===== config.mk =====
export PLATFORM = sky130hd
export DESIGN_NAME = urng_taus88_flat
export DESIGN_NICKNAME = d
export VERILOG_FILES = /design/src/rtl/urng_taus88_pkg.sv /design/src/rtl/urng_taus88_if.sv /design/src/rtl/urng_taus88_step.sv /design/src/rtl/urng_taus88.sv /design/src/flat_wrapper.sv
export SDC_FILE = /design/constraint.sdc
export NUM_CORES = 1
export LEC_CHECK = 0
export ABC_AREA = 1
export CAP_MARGIN = 20
export CORE_MARGIN = 4
export CORE_UTILIZATION = 62
export CTS_CLUSTER_SIZE = 40
export DETAILED_ROUTE_END_ITERATION = 12
export PLACE_DENSITY = 0.86
export SLEW_MARGIN = 5
export SYNTH_ARGS = -nofsm -noshare
export SYNTH_HDL_FRONTEND = slang
export SYNTH_SLANG_ARGS = --single-unit

===== constraint.sdc =====
create_clock -name clk -period 3 [get_ports clk]
set_input_delay 0.6 -clock clk [delete_from_list [all_inputs] [get_ports clk]]
set_output_delay 0.6 -clock clk [all_outputs]
set_load 0.005 [all_outputs]

===== src/rtl/urng_taus88_pkg.sv =====
// Shared constants and FSM state type for the Tausworthe-88 uniform RNG.
// Shift triples, component masks and minimum legal seeds.
package urng_pkg;

  localparam logic [31:0] Mask1 = 32'hFFFF_FFFE;
  localparam logic [31:0] Mask2 = 32'hFFFF_FFF8;
  localparam logic [31:0] Mask3 = 32'hFFFF_FFF0;

  localparam int unsigned S1ShA = 13;
  localparam int unsigned S1ShB = 19;
  localparam int unsigned S1ShC = 12;
  localparam int unsigned S2ShA = 2;
  localparam int unsigned S2ShB = 25;
  localparam int unsigned S2ShC = 4;
  localparam int unsigned S3ShA = 3;
  localparam int unsigned S3ShB = 11;
  localparam int unsigned S3ShC = 17;

  // Smallest legal state per component; also the OR-mask used by the seed fixup.
  localparam logic [31:0] MinS1 = 32'd2;
  localparam logic [31:0] MinS2 = 32'd8;
  localparam logic [31:0] MinS3 = 32'd16;

  typedef enum logic [1:0] {
    StRun,
    StL2,
    StL3
  } state_e;

endpackage


===== src/rtl/urng_taus88_if.sv =====
// Seed-load and output-stream handshake bundle for urng_taus88.
// slave is the generator side, master is the environment side.
interface urng_taus88_if;
  logic        seed_valid;
  logic        seed_ready;
  logic [31:0] seed_data;
  logic        out_valid;
  logic        out_ready;
  logic [31:0] out_data;
  logic        busy;

  modport master (
    output seed_valid,
    output seed_data,
    output out_ready,
    input  seed_ready,
    input  out_valid,
    input  out_data,
    input  busy
  );

  modport slave (
    input  seed_valid,
    input  seed_data,
    input  out_ready,
    output seed_ready,
    output out_valid,
    output out_data,
    output busy
  );
endinterface


===== src/rtl/urng_taus88_step.sv =====
// One combinational Tausworthe-88 step: (s1,s2,s3) -> (s1',s2',s3', s1'^s2'^s3').
// All arithmetic is 32-bit with truncation.
module urng_taus88_step
  import urng_pkg::*;
(
  input  logic [31:0] s1,
  input  logic [31:0] s2,
  input  logic [31:0] s3,
  output logic [31:0] s1_next,
  output logic [31:0] s2_next,
  output logic [31:0] s3_next,
  output logic [31:0] word
);

  logic [31:0] b1, b2, b3;

  always_comb begin
    b1      = ((s1 << S1ShA) ^ s1) >> S1ShB;
    s1_next = ((s1 & Mask1) << S1ShC) ^ b1;
    b2      = ((s2 << S2ShA) ^ s2) >> S2ShB;
    s2_next = ((s2 & Mask2) << S2ShC) ^ b2;
    b3      = ((s3 << S3ShA) ^ s3) >> S3ShB;
    s3_next = ((s3 & Mask3) << S3ShC) ^ b3;
    word    = s1_next ^ s2_next ^ s3_next;
  end

endmodule


===== src/rtl/urng_taus88.sv =====
// Tausworthe-88 URNG with valid/ready output and 3-beat runtime reseed.
// Define URNG_SEED_FIXUP_EN to force captured seed words into the legal range.
module urng_taus88
  import urng_pkg::*;
#(
  parameter logic [31:0] DEFAULT_S1 = 32'd12345,
  parameter logic [31:0] DEFAULT_S2 = 32'd12345,
  parameter logic [31:0] DEFAULT_S3 = 32'd12345
) (
  input  logic         clk,
  input  logic         rst_n,
  urng_taus88_if.slave bus
);

  state_e      state_q, state_d;
  logic [31:0] s1_q, s1_d, s2_q, s2_d, s3_q, s3_d;
  logic [31:0] out_data_q, out_data_d;
  logic        out_valid_q, out_valid_d;

  logic [31:0] s1_next, s2_next, s3_next, word;
  logic [31:0] seed1, seed2, seed3;

`ifdef URNG_SEED_FIXUP_EN
  assign seed1 = bus.seed_data | MinS1;
  assign seed2 = bus.seed_data | MinS2;
  assign seed3 = bus.seed_data | MinS3;
`else
  assign seed1 = bus.seed_data;
  assign seed2 = bus.seed_data;
  assign seed3 = bus.seed_data;
`endif

  urng_taus88_step u_step (
    .s1      (s1_q),
    .s2      (s2_q),
    .s3      (s3_q),
    .s1_next (s1_next),
    .s2_next (s2_next),
    .s3_next (s3_next),
    .word    (word)
  );

  always_comb begin
    state_d     = state_q;
    s1_d        = s1_q;
    s2_d        = s2_q;
    s3_d        = s3_q;
    out_data_d  = out_data_q;
    out_valid_d = out_valid_q;
    unique case (state_q)
      StRun: begin
        // A seed beat takes priority; any concurrent out handshake still completes.
        if (bus.seed_valid) begin
          s1_d        = seed1;
          out_valid_d = 1'b0;
          state_d     = StL2;
        end else if (!out_valid_q || bus.out_ready) begin
          s1_d        = s1_next;
          s2_d        = s2_next;
          s3_d        = s3_next;
          out_data_d  = word;
          out_valid_d = 1'b1;
        end
      end
      StL2: begin
        out_valid_d = 1'b0;
        if (bus.seed_valid) begin
          s2_d    = seed2;
          state_d = StL3;
        end
      end
      StL3: begin
        out_valid_d = 1'b0;
        if (bus.seed_valid) begin
          s3_d    = seed3;
          state_d = StRun;
        end
      end
      default: begin
        state_d     = StRun;
        out_valid_d = 1'b0;
      end
    endcase
  end

  always_ff @(posedge clk or negedge rst_n) begin
    if (!rst_n) begin
      state_q     <= StRun;
      s1_q        <= DEFAULT_S1;
      s2_q        <= DEFAULT_S2;
      s3_q        <= DEFAULT_S3;
      out_data_q  <= '0;
      out_valid_q <= 1'b0;
    end else begin
      state_q     <= state_d;
      s1_q        <= s1_d;
      s2_q        <= s2_d;
      s3_q        <= s3_d;
      out_data_q  <= out_data_d;
      out_valid_q <= out_valid_d;
    end
  end

  assign bus.seed_ready = 1'b1;
  assign bus.out_valid  = out_valid_q;
  assign bus.out_data   = out_data_q;
  assign bus.busy       = (state_q != StRun);

endmodule


===== src/flat_wrapper.sv =====
// flat-port wrapper written by rule: the top's interface ports become plain ports
module urng_taus88_flat import urng_pkg::*;
#(
  parameter logic [31:0] DEFAULT_S1 = 32'd12345,
  parameter logic [31:0] DEFAULT_S2 = 32'd12345,
  parameter logic [31:0] DEFAULT_S3 = 32'd12345
)
  (clk, rst_n, bus_seed_valid, bus_seed_data, bus_out_ready, bus_seed_ready, bus_out_valid, bus_out_data, bus_busy);
  urng_taus88_if bus_i ();
  input  logic clk;
  input  logic rst_n;
  input wire logic [$bits(bus_i.seed_valid)-1:0] bus_seed_valid;
  input wire logic [$bits(bus_i.seed_data)-1:0] bus_seed_data;
  input wire logic [$bits(bus_i.out_ready)-1:0] bus_out_ready;
  output wire logic [$bits(bus_i.seed_ready)-1:0] bus_seed_ready;
  output wire logic [$bits(bus_i.out_valid)-1:0] bus_out_valid;
  output wire logic [$bits(bus_i.out_data)-1:0] bus_out_data;
  output wire logic [$bits(bus_i.busy)-1:0] bus_busy;
  assign bus_i.seed_valid = bus_seed_valid;
  assign bus_i.seed_data = bus_seed_data;
  assign bus_i.out_ready = bus_out_ready;
  assign bus_seed_ready = bus_i.seed_ready;
  assign bus_out_valid = bus_i.out_valid;
  assign bus_out_data = bus_i.out_data;
  assign bus_busy = bus_i.busy;
  urng_taus88 #(.DEFAULT_S1(DEFAULT_S1), .DEFAULT_S2(DEFAULT_S2), .DEFAULT_S3(DEFAULT_S3)) u_core (.clk(clk), .rst_n(rst_n), .bus(bus_i));
endmodule

* Yosys cells after proc, flatten, opt, wreduce, memory -nomap -nowiden *
Index checks and enable logic that the tools add are counted.

operators by class
  add/sub/neg operators = 0
  bitwise gates (word level) = 9
  div/mod/pow operators = 0
  multiply operators = 0
  multiplexer cells = 16
  reductions and logical operators = 12
  equality and inequality tests = 8
  shifts and indexed selects = 0
  magnitude comparators = 0

operators by type and width
  kind                  count
  $mux W32              7
  $xor A32 B32 Y32      5
  $pmux W32 S2          2
  $xor A32 B13 Y32      1
  $xor A32 B21 Y32      1
  $xor A32 B7 Y32       1
  $ne A2 B2 Y1 const B  4
  $reduce_and A4 Y1     2
  $reduce_bool A2 Y1    4
  $mux W2               3
  $pmux W2 S3           1
  $reduce_and A3 Y1     2
  $mux W1               3
  $ne A3 B2 Y1 const B  1
  $eq A2 B1 Y1 const B  1
  $eq A2 B2 Y1 const B  1
  $logic_not A2 Y1      1
  $ne A2 B1 Y1 const B  1
  $reduce_and A2 Y1     1
  $logic_not A1 Y1      1
  $logic_or A1 B1 Y1    1
  $not A1 Y1            1

storage, ports and cells
  memory bits (read-only) = 0
  input bits = 36
  bits in latches = 0
  memories kept = 0
  word-level logic and storage cells = 51
  register bits = 131
  bits in writable memories = 0
  output and inout bits = 35

* Depth between registers and ports, before layout *
Gate-level depths: netlist of run 1.

  word-level depth = 5
  mapped depth = 9
  gate-level depth less buffers = 8

* Cells and area by module *
From an unflattened synthesis of run 1, not the netlist that was laid out.

second synthesis, totals
  cells, all modules = 1167
  area, all modules = 8191.6 µm²

by module, submodules not included
  module            sequential area each (µm²)  cells each  instances  area an instance (µm²)
  urng_taus88       3300.7                      823         1          6319.8
  urng_taus88_step  0.0                         344         1          1871.8

* Least setup slack after synthesis of run 1 *
Ideal clock, no wire load.

  path kind = in2reg
  start = input bus_seed_valid
  end = register u_core.s2_q[11]
  required time = 2.870 ns
  stages on the path = 7
  arrival = 1.360 ns
  library setup time = 0.130 ns
  slack = 1.509 ns
  buffers on the path = 1
  cell sequence = inv_2 nand2_1 inv_2 nand2_2 nand2_1 clkbuf_1 o21ai_1

on the way
  cells in the longest elaborated chain, start to end = 2
  elaborated cells on any way between the ends = 3
  classes of those cells = eq/ne (2); reduce/logical (1)

ends and longest elaborated chain
  item                                  RTL line            source
  from (decl)                           flat_wrapper.sv:12  input wire logic [$bits(bus_i.seed_valid)-1:0] bus_seed_valid;
  $ne A2 B2 Y1 (no source line)         n/a
  $reduce_and A4 Y1 (no source line) *  n/a
  to (signal assigned)                  urng_taus88.sv:90   s2_q <= DEFAULT_S2;
  to (signal assigned)                  urng_taus88.sv:97   s2_q <= s2_d;
  to (decl)                             urng_taus88.sv:16   logic [31:0] s1_q, s1_d, s2_q, s2_d, s3_q, s3_d;

Mark *: on every way between the ends. The rest lies on a longest branch, timed or not.
A chain may end at the register's enable or synchronous reset.

* Worst setup path after layout of run 1 *
  start = register u_core.state_q[1]
  end = output bus_busy

on the way
  cells in the longest elaborated chain, start to end = 1

ends and longest elaborated chain
  item                    RTL line            source
  from (decl)             urng_taus88.sv:15   state_e state_q, state_d;
  from (signal assigned)  urng_taus88.sv:88   state_q <= StRun;
  from (signal assigned)  urng_taus88.sv:95   state_q <= state_d;
  $reduce_bool A2 Y1      urng_taus88.sv:107  assign bus.busy = (state_q != StRun);
  to (decl)               flat_wrapper.sv:18  output wire logic [$bits(bus_i.busy)-1:0] bus_busy;

Every way passes these cells.

==> results by group, run 1 <==
Die
  – DIE HEIGHT: 113 microns
  – Horiz. Die Dim: 113 microns
  – Num rows: 38
  – Die area: roughly 13000 sq um
  – Total core area: approximately 11000 sq um
  – Initial Util: approximately 63%
  – Io pins: a little over 70

Global routing
  – Largest net degree at the start of global routing: 63
  – Gr usage total: ~33%
  – Global routing usage on met1: 43.2%
  – Number of global-route vias before repair: 6285
  – GR Layer Usage met2: about 51%
  – First-pass GRT wire length: between 30 and 40 mm
  – Gr ovfl total: 0
  – Initial antenna violation count: 0
  – Grt met3 use: under 10%
  – Busiest grt layer: met2

Synth
  – Register area share after synthesis: between 40% and 50%
  – FF+latch count, synth: 123
  – Avg Synthesized Cell Area: between 7 and 8 sq um
  – Syn Std Cell Area: 6840 sq um
  – Post-synthesis cell type count: 24
  – Warnings from Yosys: 0
  – EDFF count, synth: 0
  – Post-Syn Instances: 935
  – Syn nets: just under 1000
  – Ys flop type: dfrtp_1
  – Synth async-reset ratio: 100%

Clock network
  – Post-CTS setup buffer count: 0
  – Sink Count: approximately 120
  – CTS Buf Count: 17
  – Hold buffers post-CTS: 0
  – CTS clk-pin slew, worst paths: 0.06 ns
  – Clock tree from TritonCTS: done
  – Skew-Pair Late Insertion Delay: around 0.54 ns
  – Post-CTS Resized: 0
  – H-tree levels: 4
  – CTS root buffer: clkbuf_8
  – CTS Buffer Depth: 2

Final layout
  – Final instance area: 8190 sq um
  – Area Overhead vs Synth: 19.8%
  – # nets final: roughly 1000
  – Sequential cell area: 3100 sq um
  – Filler cell count: 818
  – Layout cell share with drive strength beyond 1: around 6.5%
  – Antenna Diode Count: 0
  – Multi-input logic area: slightly above 3000 sq um

Routing
  – DRT Pass-1 Iters: 5
  – DR DRC count: 0
  – Antenna-violating nets left: 0
  – Initial DRC count: between 600 and 700
  – DRT Wirelength: roughly 20 mm
  – Vias per std cell: around 5.7
  – Routed len/inst: 17.5 microns
  – Vias: 6497

Worst setup path
  – CP Launch Type: flop
  – Worst path required time: roughly 2.4 ns
  – WP data arrival: roughly 1.7 ns
  – Crit Path Class: reg -> out
  – Crit path max fanout: 4
  – Critical Path End Type: output pin

Placement
  – PortBufs: 68
  – Placement Cell Area: 7620 sq um
  – GP Congestion: 0.952
  – DP HPWL: between 10 and 15 mm

Timing
  – Skew final: 0.00571 ns
  – Slew headroom: 40.3%
  – Worst-margin pin slew: between 0.8 and 0.9 ns
  – Final setup fails: 0
  – Total negative slack: 0 ns
  – Max Clock Freq: 429 MHz
  – Unrepaired setup endpoints after global routing: no
  – Final Critical Period: ~2.3 ns
  – Hold slack: 0.0590 ns
  – Final hold violation count: 0
  – Final Max Slew Viols: 0
  – Fin crit share: between 70 and 80%

Job
  – MaxCap Viol Count: 0

Power
  – Leak: 4.01 nW
  – Worst vdd ir: 1170 uV
  – P per Cell Area: ~1300 nW/um^2

Min path
  – Hold crit path type: in -> async

Status
  – Outcome: completed
-- synthesized netlist by cell type (16+ instances only) --
cell / n / share of area [%]
o21ai_1: 46 / 3.4
clkbuf_1: 20 / 1.1
nand3_1: 34 / 2.5
xor2_1: 20 / 2.6
o211ai_1: 21 / 2.3
o21ai_0: 88 / 6.4
nand2_1: 332 / 18
buf_2: 16 / 1.2
nor2_1: 37 / 2.0
dfrtp_1: 109 / 40
a21oi_1: 21 / 1.5
inv_1: 109 / 6.0
xnor2_1: 39 / 5.0
-- final timing paths --
| kind | start | endpoint | slack (ns) | cells past startpoint |
|---|---|---|---|---|
| max in group asynchronous | rst_n | u_core.s1_q[4]$_DFFE_PN1P_ | 2.13 | 2 |
| hold reg to reg | u_core.bus.out_data[1]$_DFFE_PN0P_ | u_core.bus.out_data[1]$_DFFE_PN0P_ | 0.48 | 2 |
| hold / removal | rst_n | u_core.bus.out_data[30]$_DFFE_PN0P_ | 0.06 | 1 |
| min in group clk | u_core.bus.out_data[1]$_DFFE_PN0P_ | u_core.bus.out_data[1]$_DFFE_PN0P_ | 0.48 | 2 |
| setup / recovery | u_core.state_q[1]$_DFFE_PN0P_ | bus_busy | 0.67 | 3 |
| setup reg to reg | u_core.state_q[1]$_DFFE_PN0P_ | u_core.bus.out_data[9]$_DFFE_PN0P_ | 0.95 | 7 |
-- placed cells by master, fill, tap and decap left out --
cell type,netlist,layout
nor2_2,2,1
conb_1,1,1
xor2_1,20,20
nor2_1,37,37
nand3_1,34,34
clkdlybuf4s50_1,0,67
inv_2,3,3
nor2_4,0,1
inv_1,109,109
nand3b_1,2,2
dfrtp_1,109,109
clkbuf_16,0,16
bufinv_16,0,2
buf_12,0,3
o21ai_1,46,46
nand2_2,1,2
o21ai_0,88,88
xnor2_1,39,39
buf_4,4,11
clkinv_2,0,6
a21oi_1,21,20
a31oi_1,5,5
nand2_1,332,331
clkbuf_1,20,3
dfstp_2,14,14
clkbuf_8,0,5
o211ai_1,21,21
a21oi_4,0,1
o22ai_1,4,4
-- critical path, stage by stage, from the launching register on --
cell             delay (ns)
dfrtp_1                0.43
nor2_2                 0.23
inv_1                  0.08
clkdlybuf4s50_1        0.45
-- registers in the layout, indices dropped and copies added, names as in the netlist --
name                  cells
u_core.bus.out_valid      1
u_core.s3_q              28
u_core.s2_q              29
u_core.state_q            2
u_core.s1_q              31
u_core.bus.out_data      32
-- per-layer routing --
layer | share of wire, % | up-vias | wire length, microns
li1 | - | 3033 | -
met1 | 39 | 3021 | 7900
met2 | 45 | 359 | 9080
met3 | 10 | 84 | 2010
met4 | 5.1 | 0 | 1020
met5 | 0 | - | 0
-- area by class of cell --
class                           instances  share of cell area (%)
Clock buffer                           24                    5.86
Clock inverter                          8                    1.10
Inverter                              112                    5.13
Multi-Input combinational cell        653                    38.1
Sequential cell                       123                    37.8
Tap cell                              140                    2.14
Timing Repair Buffer                   81                    9.93
-- metrics by stage --
| step | cells | utilization (%) | setup slack [ns] | power, mW |
|---|---|---|---|---|
| after floorplan | 935 | - | 1.51 | 7.02 |
| after global placement | 1109 | 70.3 | 0.598 | 8.71 |
| after detailed placement | 1109 | 70.3 | 0.562 | 8.90 |
| after CTS | 1141 | 75.6 | 0.668 | 11.0 |
| after global routing | 1141 | 75.6 | 0.606 | 11.9 |
| final | 1141 | 75.6 | 0.667 | 11.1 |
-- where the power goes --
part	internal, mW	switching (mW)	total, mW
logic	2.22	3.46	5.69
registers	2.57	0.815	3.38
clock network	1.26	0.725	1.99
-- cell families (layout without fill, tap and decap cells) --
family,after synthesis,count (layout),synth area share [%]
xor+xnor,59,59,7.55
other cells,1,1,0.0548
buf+inv,159,225,9.46
simple gates,408,408,23.2
compound gates,185,185,14.5
flops,123,123,45.2
Note: power is estimated with default switching activity, not from simulation.
==> run 2, diff against run 1 <==
CORE_UTILIZATION = 57   (was 62)
PLACE_DENSITY = 0.8   (was 0.86)
clock period = 2.4 ns   (was 3 ns; I/O delays follow)
==> results by group, run 2 (synthesized netlist as in run 1, its figures left out) <==
Final layout
  – Antenna Diode Count: 0 (unchanged)
  – Area Overhead vs Synth: 21.0% (was 19.8%)
  – # nets final: 1024 (unchanged)
  – Number of flip-flops in the largest register: 32 (unchanged)
  – Layout cell share with drive strength beyond 1: 6.79% (was 6.49%)
  – Commonest non-fill, non-tap cell in the layout: nand2_1 (unchanged)
  – Filler cell count: 922 (was 818)
  – Final instance area: 8280 sq um (was 8190 sq um)
  – Most frequent cells in the layout: 331 x nand2_1, 109 x inv_1, 109 x dfrtp_1 (unchanged)

Global routing
  – Gr usage total: 29.8% (was 33.1%)
  – Number of global-route vias before repair: 6082 (was 6285)
  – First-pass GRT wire length: 31.9 mm (was 32.3 mm)
  – Largest net degree at the start of global routing: 63 (unchanged)
  – Initial antenna violation count: 0 (unchanged)
  – Gr ovfl total: 0 (unchanged)

Worst setup path
  – CP max stage cell: dfrtp_1 (was clkdlybuf4s50_1)
  – CP bufs+invs: 2 (unchanged)
  – Crit path max fanout: 4 (unchanged)
  – CP Launch Type: flop (unchanged)
  – Crit Path Class: reg -> out (unchanged)
  – Worst path required time: 1.92 ns (was 2.40 ns)
  – CP max stage delay: 0.43 ns (was 0.45 ns)
  – Critical Path End Type: output pin (unchanged)
  – Delay-heaviest family, CP: buffers and inverters (unchanged)
  – Critical-path cell list: nor2_2 > inv_1 > clkdlybuf4s50_1 (unchanged)
  – WP data arrival: 1.52 ns (was 1.73 ns)

Timing
  – Final Critical Period: ~2 ns
  – Final hold violation count: 0 (unchanged)
  – Max Clock Freq: between 500 and 600 MHz
  – Worst-margin pin slew: 0.941 ns (was 0.895 ns)
  – Unrepaired setup endpoints after global routing: no (unchanged)
  – Skew final: 0.00589 ns (was 0.00571 ns)
  – Fin crit share: 83.2%
  – Total negative slack: 0 ns (unchanged)
  – Final Max Slew Viols: 0 (unchanged)
  – Final setup fails: 0 (unchanged)
  – Slew headroom: 37.2% (was 40.3%)

Placement
  – DP HPWL: 14.2 mm (about the same)
  – GP Congestion: 0.932 (was 0.952)
  – Placement Cell Area: 7680 sq um (was 7620 sq um)
  – PortBufs: 68 (unchanged)

Die
  – Horiz. Die Dim: 118 microns (was 113 microns)
  – Num rows: 39 (was 38)
  – Io pins: 71 (unchanged)
  – DIE HEIGHT: 118 microns (was 113 microns)
  – Initial Util: 59.2% (was 63.1%)
  – Total core area: 11600 sq um (was 10800 sq um)
  – Die area: 13800 sq um (was 12800 sq um)

Power
  – P per Cell Area: 1680 nW/um^2 (was 1350 nW/um^2)
  – Leak: 4.04 nW (was 4.01 nW)
  – Worst vdd ir: 865 uV (was 1170 uV)

Job
  – MaxCap Viol Count: 0 (unchanged)

Clock network
  – CTS root buffer: clkbuf_16 (was clkbuf_8)
  – H-tree levels: 4 (unchanged)
  – Clock tree from TritonCTS: done (unchanged)
  – Hold buffers post-CTS: 0 (unchanged)
  – CTS Buffer Depth: 2 (unchanged)
  – CTS Buf Count: 17 (unchanged)
  – CTS clk-pin slew, worst paths: 0.05 ns (was 0.06 ns)
  – Post-CTS setup buffer count: 0 (unchanged)
  – Post-CTS Resized: 0 (unchanged)
  – Skew-Pair Late Insertion Delay: 0.42 ns (was 0.54 ns)
  – Sink Count: 123 (unchanged)

Routing
  – Routed len/inst: 17.2 microns (was 17.5 microns)
  – Vias per std cell: 5.51 (was 5.69)
  – DR DRC count: 0 (unchanged)
  – DRT Pass-1 Iters: 6 (was 5)
  – Antenna-violating nets left: 0 (unchanged)
  – Initial DRC count: 690 (was 649)
  – DRT Wirelength: 19.7 mm (was 20.0 mm)
  – Vias: 6302 (was 6497)

Min path
  – Hold crit path type: in -> async (unchanged)

Status
  – Outcome: completed (unchanged)
[run 2: final timing paths]
path,from,end,slack [ns],cells past startpoint
max,u_core.state_q[1]$_DFFE_PN0P_,bus_busy,0.40,3
min,rst_n,u_core.s2_q[23]$_DFFE_PN0P_,0.09,1
max reg2reg,u_core.state_q[1]$_DFFE_PN0P_,u_core.bus.out_data[1]$_DFFE_PN0P_,0.49,7
min reg2reg,u_core.bus.out_data[18]$_DFFE_PN0P_,u_core.bus.out_data[18]$_DFFE_PN0P_,0.47,2
max in group asynchronous,rst_n,u_core.s1_q[5]$_DFFE_PN1P_,1.66,2
min in group clk,u_core.bus.out_data[18]$_DFFE_PN0P_,u_core.bus.out_data[18]$_DFFE_PN0P_,0.47,2
[run 2: worst reg2reg max path, cell delays in order (launching register included)]
cell,delay [ns]
dfrtp_1,0.43
nor2_2,0.19
nand2_1,0.08
inv_2,0.06
nand2_2,0.05
inv_1,0.68
nand3_1,0.26
nand2_1,0.10
[run 2: power breakdown]
part	leakage [nW]	switching [mW]	total (mW)	internal [mW]
clock network	0.298	0.937	2.61	1.67
registers	1.49	1.02	4.23	3.21
logic	2.25	4.24	7.06	2.82
[run 2: cell type report]
cell class,instances,area [sq um],share of cell area (%)
multi-input cells,653,3120,37.7
flip-flops and latches,123,3100,37.4
repair buffers,81,863,10.4
clock buffers,19,453,5.47
inverters,112,420,5.08
well taps,143,179,2.16
clock inverters,13,149,1.80
[run 2: metrics by stage]
stage	util [%]	worst slack, ns	hold slack (ns)	power, mW	std cells
floorplan	-	1.03	0.184	8.78	935
global placement	66.4	0.150	0.461	11.0	1112
detailed placement	66.4	0.125	0.464	11.1	1112
CTS	71.6	0.378	0.102	13.8	1144
global route	71.6	0.291	0.124	15.0	1144
finish	71.6	0.403	0.0893	13.9	1144
[run 2: routing by layer]
layer	vias to the layer above	global-route usage, %	part of all wire, %
li1	3044	-	-
met5	-	0	0
met4	0	15.2	4.7
met2	288	45.6	44
met3	62	5.09	8.0
met1	2908	40.9	43
